### src/rtl/mem_arbiter.sv
// Two-requester memory arbiter: serializes IFU reads and LSU reads/writes onto
// a single memory port, one outstanding transaction at a time, with
// round-robin tie-breaking between the requesters.
module mem_arbiter #(
  parameter int ADDR_W = 32,
  parameter int DATA_W = 32
) (
  input  logic              clk,
  input  logic              rst,

  input  logic              ifu_req_valid,
  output logic              ifu_req_ready,
  input  logic [ADDR_W-1:0] ifu_addr,
  output logic              ifu_resp_valid,
  output logic [DATA_W-1:0] ifu_rdata,

  input  logic              lsu_req_valid,
  output logic              lsu_req_ready,
  input  logic [ADDR_W-1:0] lsu_addr,
  input  logic              lsu_wen,
  input  logic [DATA_W-1:0] lsu_wdata,
  input  logic [7:0]        lsu_wmask,
  output logic              lsu_resp_valid,
  output logic [DATA_W-1:0] lsu_rdata,

  output logic              mem_req_valid,
  input  logic              mem_req_ready,
  output logic [ADDR_W-1:0] mem_addr,
  output logic              mem_wen,
  output logic [DATA_W-1:0] mem_wdata,
  output logic [7:0]        mem_wmask,
  input  logic              mem_resp_valid,
  input  logic [DATA_W-1:0] mem_rdata,

  output logic              busy
);

  typedef enum logic [1:0] {
    S_IDLE = 2'd0,
    S_REQ  = 2'd1,
    S_RESP = 2'd2
  } state_t;

  typedef enum logic {
    OWN_IFU = 1'b0,
    OWN_LSU = 1'b1
  } owner_t;

  state_t              state, state_nxt;
  owner_t              last_grant;
  owner_t              owner;
  owner_t              grant;
  logic                hs;

  logic [ADDR_W-1:0]   addr_q;
  logic                wen_q;
  logic [DATA_W-1:0]   wdata_q;
  logic [7:0]          wmask_q;

  // Grant selection: a lone requester wins; a tie (or no request at all)
  // goes to LSU unless LSU was the last one served.
  always_comb begin
    grant = OWN_LSU;
    if (ifu_req_valid && !lsu_req_valid) begin
      grant = OWN_IFU;
    end else if (lsu_req_valid && !ifu_req_valid) begin
      grant = OWN_LSU;
    end else if (last_grant == OWN_LSU) begin
      grant = OWN_IFU;
    end
  end

  // Handshake only in IDLE and never while reset is held.
  always_comb begin
    hs = 1'b0;
    if (!rst && state == S_IDLE) begin
      hs = (grant == OWN_LSU) ? lsu_req_valid : ifu_req_valid;
    end
  end

  // State register, grant history and latched request fields.
  always_ff @(posedge clk) begin
    if (rst) begin
      state      <= S_IDLE;
      last_grant <= OWN_IFU;
      owner      <= OWN_IFU;
      addr_q     <= '0;
      wen_q      <= 1'b0;
      wdata_q    <= '0;
      wmask_q    <= '0;
    end else begin
      state <= state_nxt;
      if (hs) begin
        owner      <= grant;
        last_grant <= grant;
        if (grant == OWN_LSU) begin
          addr_q  <= lsu_addr;
          wen_q   <= lsu_wen;
          wdata_q <= lsu_wdata;
          wmask_q <= lsu_wmask;
        end else begin
          addr_q  <= ifu_addr;
          wen_q   <= 1'b0;
          wdata_q <= '0;
          wmask_q <= '0;
        end
      end
    end
  end

  // Next-state and output decode; every output is forced low while reset is
  // held, even though the state register only clears on the following edge.
  always_comb begin
    state_nxt      = state;
    ifu_req_ready  = 1'b0;
    lsu_req_ready  = 1'b0;
    ifu_resp_valid = 1'b0;
    lsu_resp_valid = 1'b0;
    mem_req_valid  = 1'b0;
    mem_addr       = '0;
    mem_wen        = 1'b0;
    mem_wdata      = '0;
    mem_wmask      = '0;
    ifu_rdata      = '0;
    lsu_rdata      = '0;
    busy           = 1'b0;

    case (state)
      S_IDLE: begin
        if (hs) begin
          state_nxt = S_REQ;
        end
      end
      S_REQ: begin
        if (mem_req_ready) begin
          state_nxt = S_RESP;
        end
      end
      S_RESP: begin
        if (mem_resp_valid) begin
          state_nxt = S_IDLE;
        end
      end
      default: begin
        state_nxt = S_IDLE;
      end
    endcase

    if (!rst) begin
      busy      = (state != S_IDLE);
      ifu_rdata = mem_rdata;
      lsu_rdata = mem_rdata;
      mem_addr  = addr_q;
      mem_wen   = wen_q;
      mem_wdata = wdata_q;
      mem_wmask = wmask_q;
      if (state == S_IDLE) begin
        ifu_req_ready = (grant == OWN_IFU);
        lsu_req_ready = (grant == OWN_LSU);
      end
      if (state == S_REQ) begin
        mem_req_valid = 1'b1;
      end
      if (state == S_RESP && mem_resp_valid) begin
        ifu_resp_valid = (owner == OWN_IFU);
        lsu_resp_valid = (owner == OWN_LSU);
      end
    end
  end

endmodule

### config.mk
export PLATFORM = sky130hd
export DESIGN_NAME = mem_arbiter
export DESIGN_NICKNAME = d
export VERILOG_FILES = /design/src/rtl/mem_arbiter.sv
export SDC_FILE = /design/constraint.sdc
export NUM_CORES = 1
export LEC_CHECK = 0
export ABC_AREA = 1
export BUFFER_PORTS_ARGS = -buffer_cell sky130_fd_sc_hd__buf_2
export CAP_MARGIN = 10
export CORE_MARGIN = 5
export CORE_UTILIZATION = 35
export CTS_BUF_LIST = sky130_fd_sc_hd__clkbuf_4
export CTS_CLUSTER_SIZE = 25
export DETAILED_ROUTE_END_ITERATION = 10
export GPL_ROUTABILITY_DRIVEN = 1
export HOLD_SLACK_MARGIN = 0.15
export MAX_ROUTING_LAYER = met4
export PLACE_DENSITY_LB_ADDON = 0.15
export SYNTH_ARGS = -nofsm -noshare
export SYNTH_HDL_FRONTEND = slang
export SYNTH_SLANG_ARGS = --single-unit
### constraint.sdc
create_clock -name clk -period 1.6 [get_ports clk]
set_input_delay 0.24 -clock clk [delete_from_list [all_inputs] [get_ports clk]]
set_output_delay 0.24 -clock clk [all_outputs]
set_load 0.03 [all_outputs]
==> results of run 1 <==
==> layer usage <==
metal | vias to the layer above | share of wire [%] | global-route usage [%]
met2 | 192 | 47 | 32.8
met3 | 31 | 8.1 | 5.36
li1 | 2733 | - | -
met5 | - | 0 | -
met1 | 2194 | 43 | 24.3
met4 | 0 | 2.5 | 6.79
==> registers in the layout (all words and copies together), names as in the netlist <==
signal   cells
addr_q      32
owner        1
state        2
wdata_q     32
wen_q        1
wmask_q      8
==> metrics by stage <==
step,utilization [%],TNS [ps],power [W],instances,worst slack [ps]
floorplan,-,0,0.00334,707,26.4
global placement,46.8,0,0.00380,1098,286
detailed placement,46.8,0,0.00381,1098,300
CTS,57.6,-14.7,0.00556,1223,-14.7
global route,58.3,-129,0.00590,1229,-51.4
finish,58.3,0,0.00554,1229,49.5
==> where the power goes <==
part	total (W)	internal (W)	switching, W
logic	0.00187	0.000732	0.00114
registers	0.00215	0.00210	0.0000515
clock network	0.00152	0.000802	0.000715
==> cells in the mapped netlist <==
cell / n / share of area (%)
nand3b_1: 32 / 5.5
or2_2: 1 / 0.14
inv_1: 143 / 12
buf_2: 27 / 3.1
nand4_1: 1 / 0.14
nand2_2: 3 / 0.43
clkbuf_1: 5 / 0.43
nor2_1: 111 / 9.6
buf_1: 1 / 0.086
nor2_2: 2 / 0.29
buf_6: 8 / 2.1
a21oi_1: 3 / 0.35
nand3_1: 74 / 8.5
dfxtp_1: 76 / 35
nand2_1: 186 / 16
buf_4: 33 / 5.7
o31ai_1: 1 / 0.17
==> logic make-up (layout without fill, tap and decap cells) <==
group           count (synthesis)  after routing  synth area share [%]
buf+inv                       217            570                  23.8
simple gates                  410            410                  40.7
compound gates                  4              4                 0.518
flops                          76             76                  35.0
other cells                     0              1                     0
==> critical path, cell delays in order (launching register included) <==
cell and delay [ps]:
dfxtp_4 380, inv_2 80, nand2_4 70, buf_6 130, a21oi_4 110, buf_6 150
==> worst max path at each step <==
stage / to / slack [ps] / cells past startpoint
after floorplan: lsu_rdata[10] / 30 / 4
after global placement: owner / 290 / 7
after detailed placement: owner / 300 / 7
after CTS: lsu_req_ready / -10 / 5
after global routing: ifu_resp_valid / -50 / 4
final: lsu_req_ready / 50 / 5
==> layout make-up <==
class                   instances  share of cell area (%)
clock buffers                   9                   0.957
well taps                     168                    2.98
inverters                     143                    7.60
repair buffers                411                    38.9
clock inverters                 7                    1.72
diodes                          1                  0.0354
flip-flops and latches         76                    21.6
multi-input cells             414                    26.2
==> what timing repair did <==
| item | in CTS | in global routing |
|---|---|---|
| hold endpoints to repair | 76 | 0 |
| endpoints found under the setup margin | 2 | 5 |
| pin swaps | 2 | 5 |
| hold buffers | 108 | 0 |
| buffers inserted | 1 | 5 |
| resized for setup | 9 | 18 |
==> results.md, run 1 <==
* Run status: complete, no violations
* Pleak at 4.13 nW
* Number of CTS-inserted buffers at 9
* Worst setup SP type: flip-flop
* Total I/O pin count at 286
* CTS tree: done
* Vias in the first global route at 5065
* Synth cell types at 17
* R2R Path Start: state[0]
* Largest net degree at the start of global routing at 76
* Max-cap violations at 0
* Peak Freq at 0.645 GHz
* Die height at 121 microns
* FP Rows at 40
* DP HPWL at 9760 microns
* Reg2Reg Setup Slack at 150 ps
* Clk_skew at 23.9 ps
* Tot GR Track Use at 20.2%
* Initial core utilization at 35.9%
* Clock Path Buffers at 2
* Number of remaining DRC errors at 0
* Worst R2R End: owner
* Final hold vios at 0
* Placed instance area at 5670 sq um
* Hold WS at 191 ps
* Hold endpoint: addr_q[0]
* Worst min-delay path startpoint: ifu_addr[0]
* Commonest non-fill, non-tap cells in the layout: 280 x buf_2, 184 x nand2_1, 141 x inv_1
* Mapped Nets at 850
* GPL Wtd Cong at 0.751
* Crit path launch: owner
* Worst endpoint required time at 1360 ps
* Nets at 1198
* Crit share post-route at 96.9%
* Fin. max-slew vios at 0
* Root Buffer: clkbuf_4
* Area Growth Syn to Fin at 62.5%
* Crit Path Class: reg2out
* Setup-failing EPs final at 0
* Grt total ovfl at 0
* Drt first pass iters at 4
* Synthesis warning total at 0
* Worst-path maximum fanout at 4
* Multi-input gate area at 1850 sq um
* FF+latch count, synth at 76
* Hold Path Class: in2reg
* H-Tree Depth at 3
* Mean Syn Cell Area at 6.15 sq um
* Core area at 12100 sq um
* Mapped cell area at 4350 sq um
* CP arrival at 1310 ps
* PwrDens at 784 nW/um^2
* Vias at 5150
* Sequential area share after synthesis at 35.0%
* Clock sinks at 76
* Commonest non-fill, non-tap cell in the layout: buf_2
* VDD IR max at 322 uV
* RSZ-0062 raised after global routing: true
* Register Area at 1530 sq um
* Register-to-Register Path Depth at 7
* Final Critical Period at 1550 ps
* # fillers at 1170
* Buffers added on ports at 285
* WHS Path Cells at 4
* Clock Pin Slew Worst Setup and Hold Paths at 140 ps
* DR vias/cell at 4.19
* WL per Instance at 12.1 microns
* Relative slew margins at 76.4%
* Post-route design area at 7060 sq um
* Critical Path End Type: output port
* Die width at 121 microns
* First-pass GRT wire length at 23800 microns
* Die area at 14700 sq um
* Mapped Cells at 707
* Initial antenna violation count at 1
* Post-route ant nets at 0
* Initial drt markers at 216
* Clk_lat worst skew at 420 ps
* Slew @ Worst Pin at 353 ps
* Layout cell share with drive strength beyond 1 at 31.7%
* WL final at 14900 microns
No activity file was read; power rests on OpenSTA's default activity.
==> inputs of run 2 (changes only) <==
ABC_AREA = not set   (was 1)
==> run 2 against run 1 <==
Highest routed layer unchanged. Synthesized area is 5.3% lower. Critical path type unchanged. Final cell count fell by 20%. First-iteration DRC count shrank 0.93%. Die area fell by 4.9%. Utilization grew 1.9 points.
==> results.md, run 2 <==
* FFs w/ async S/R, synth at 0% (unchanged)
* Ant. Diodes at 0 (-1)
* Max-cap violations at 0 (unchanged)
* Area share of the largest cell type after synthesis at 37.0% (+2.0 points)
* Critical Path End Type: output port
* Synthesis warning total at 0 (unchanged)
* Multi-input gate area at 2180 sq um (+18%)
* Die width at 118 microns (-2.5%)
* DP HPWL at 9190 microns (-5.8%)
* CP arrival at 1320 ps (about the same)
* Largest area contributor in the netlist: dfxtp_1
* Busiest grt layer: met2
* Fin. max-slew vios at 0 (unchanged)
* Worst endpoint required time at 1360 ps (about the same)
* Commonest non-fill, non-tap cell in the layout: buf_2
* Final hold vios at 0 (unchanged)
* Setup-failing EPs final at 0 (unchanged)
* GPL Wtd Cong at 0.822 (+9.4%)
* Placed cells at 862 (-21%)
* Mean Syn Cell Area at 8.42 sq um (+37%)
* Clock sinks at 76 (unchanged)
* Hold Path Class: in2reg
* Total I/O pin count at 286 (unchanged)
* Final Critical Period at 1560 ps (+6.39 ps)
* Nets at 983 (-18%)
* Drt first pass iters at 4 (unchanged)
* Area contributors post-synth: dfxtp_1 37%, nor2b_1 16%, a22oi_2 12%
* Initial antenna violation count at 0 (-1)
* RSZ-0062 raised after global routing: true
* Area Growth Syn to Fin at 67.7%
* DR vias/cell at 4.68 (+12%)
* PwrDens at 830 nW/um^2 (+5.8%)
* Slowest cell on the critical path: dfxtp_4
* Pleak at 3.28 nW (-21%)
* Top-count cell post-synth: nor2b_1
* Clock Path Buffers at 2 (unchanged)
* CTS tree: done
* Synth cell types at 24 (+7)
* First-pass GRT wire length at 23000 microns (-3.5%)
* H-Tree Depth at 3 (unchanged)
* # fillers at 975 (-17%)
* Commonest non-fill, non-tap cells in the layout: 278 x buf_2, 107 x dlygate4sd3_1, 99 x nor2b_1
* Tot GR Track Use at 20.1% (-0.063 points)
* Initial core utilization at 35.9% (about the same)
* Die height at 118 microns (-2.5%)
* Cell Chain, Critical Path: nor3b_2, and3_1, buf_6
* Max stage delay on crit path at 390 ps (about the same)
* Peak Freq at 0.642 GHz (-0.41%)
* Clk_skew at 15.5 ps (-8.42 ps)
* Final std cells w/o fill at 987 (-20%)
* Die area at 14000 sq um (-4.9%)
* Setup TNS at 0 ps (unchanged)
* Mapped cell area at 4120 sq um (-5.3%)
* Vias at 4617 (-10%)
* Clock Pin Slew Worst Setup and Hold Paths at 130 ps (about the same)
* Mapped Nets at 632 (-26%)
* Clk_lat worst skew at 410 ps (about the same)
* Post-route ant nets at 0 (unchanged)
* Main synth FF type: dfxtp_1
* WL per Instance at 14.4 microns (+19%)
* Layout cell share with drive strength beyond 1 at 48.9% (+17 points)
* Relative slew margins at 55.2% (-21 points)
* EDFF count, synth at 0 (unchanged)
* Met1 usage at 21.7% (-2.6 points)
* Grt total ovfl at 0 (unchanged)
* Initial drt markers at 214 (-0.93%)
* Number of remaining DRC errors at 0 (unchanged)
* Slew @ Worst Pin at 669 ps (+316 ps)
* Mapped Cells at 489 (-31%)
* Crit share post-route at 97.3% (+0.40 points)
* Worst-path maximum fanout at 6 (+2)
* FF+latch count, synth at 76 (unchanged)
* Core area at 11500 sq um (-5.3%)
* Buffers added on ports at 285 (unchanged)
* M2 GR Usage at 34.5% (+1.7 points)
* Run status: complete, no violations
* Vias in the first global route at 4781 (-5.6%)
* Crit Path Class: reg2out
* Sequential area share after synthesis at 37.0% (+2.0 points)
* Top Registers: addr_q: 32 flops, wdata_q: 32 flops, wmask_q: 8 flops
* Cts hold-fix bufs at 107 (-0.93%)
* VDD IR max at 533 uV (+65%)
* Number of CTS-inserted buffers at 9 (unchanged)
* Worst setup SP type: flip-flop
* FP Rows at 39 (-2.5%)
* Root Buffer: clkbuf_4
* Reg2Reg Setup Slack at 100 ps (-50 ps)
* Met3 Use GR at 6.92% (+1.6 points)
* Largest net degree at the start of global routing at 53 (-30%)
* Register Area at 1530 sq um (unchanged)
* Commonest cells post-synth: 106 x nor2b_1, 76 x dfxtp_1, 66 x a21oi_1
* WL final at 14200 microns (-4.7%)
==> run 2: path summary, 6_finish.rpt <==
| kind | from | to | cells past startpoint |
|---|---|---|---|
| setup / recovery | state[0] | lsu_resp_valid | 3 |
| hold reg to reg | wdata_q[17] | wdata_q[17] | 2 |
| hold / removal | rst | owner | 2 |
| setup reg to reg | state[1] | addr_q[13] | 6 |
==> run 2: worst max-delay path: cells and delay by family, from the launching register on <==
| family | cells | cell delay (ps) |
|---|---|---|
| DFF | 1 | 390 |
| and+or+nand+nor | 2 | 380 |
| buffers and inverters | 1 | 140 |
==> run 2: metal layers <==
layer	vias up	wire, microns
met5	-	0
met4	0	414
met3	41	1260
met2	239	7140
met1	2076	5400
li1	2261	-
==> run 2: kinds of logic after synthesis <==
group                  share of synthesized area [%]
DFF                                             37.0
AOI/OAI and AO/OA                               21.1
buffers and inverters                           11.4
and+or+nand+nor                                 30.5
==> run 2: stage by stage <==
step | total power [W] | area, sq um | hold slack (ps) | utilization (%) | worst slack (ps)
final | 0.00573 | 6900 | 108 | 60.2 | 43.1
after global routing | 0.00605 | 6900 | 46.4 | 60.2 | -59.0
after CTS | 0.00578 | 6880 | 56.0 | 60.0 | -17.9
after detailed placement | 0.00393 | 5550 | 478 | 48.4 | 95.0
after global placement | 0.00391 | 5550 | 473 | 48.4 | 138
after floorplan | 0.00341 | 4130 | 375 | - | -159
==> run 2: layout make-up <==
class                           count  share of cell area [%]
Clock buffer                        9                   0.979
Clock inverter                      6                    1.85
Inverter                            1                  0.0544
Multi-Input combinational cell    341                    31.5
Sequential cell                    76                    22.1
Tap cell                          143                    2.59
Timing Repair Buffer              411                    40.9
==> run 2: power breakdown <==
group,total [W],internal [W],leakage (nW),switching [W]
logic,0.00198,0.000855,2.56,0.00112
registers,0.00216,0.00209,0.628,0.0000708
clock network,0.00158,0.000931,0.101,0.000653
==> run 2: what timing repair did <==
action,CTS,global route
pin swaps,2,2
resized for setup,16,5
hold endpoints to repair,76,1
setup endpoints to repair,6,6
buffers inserted,2,1
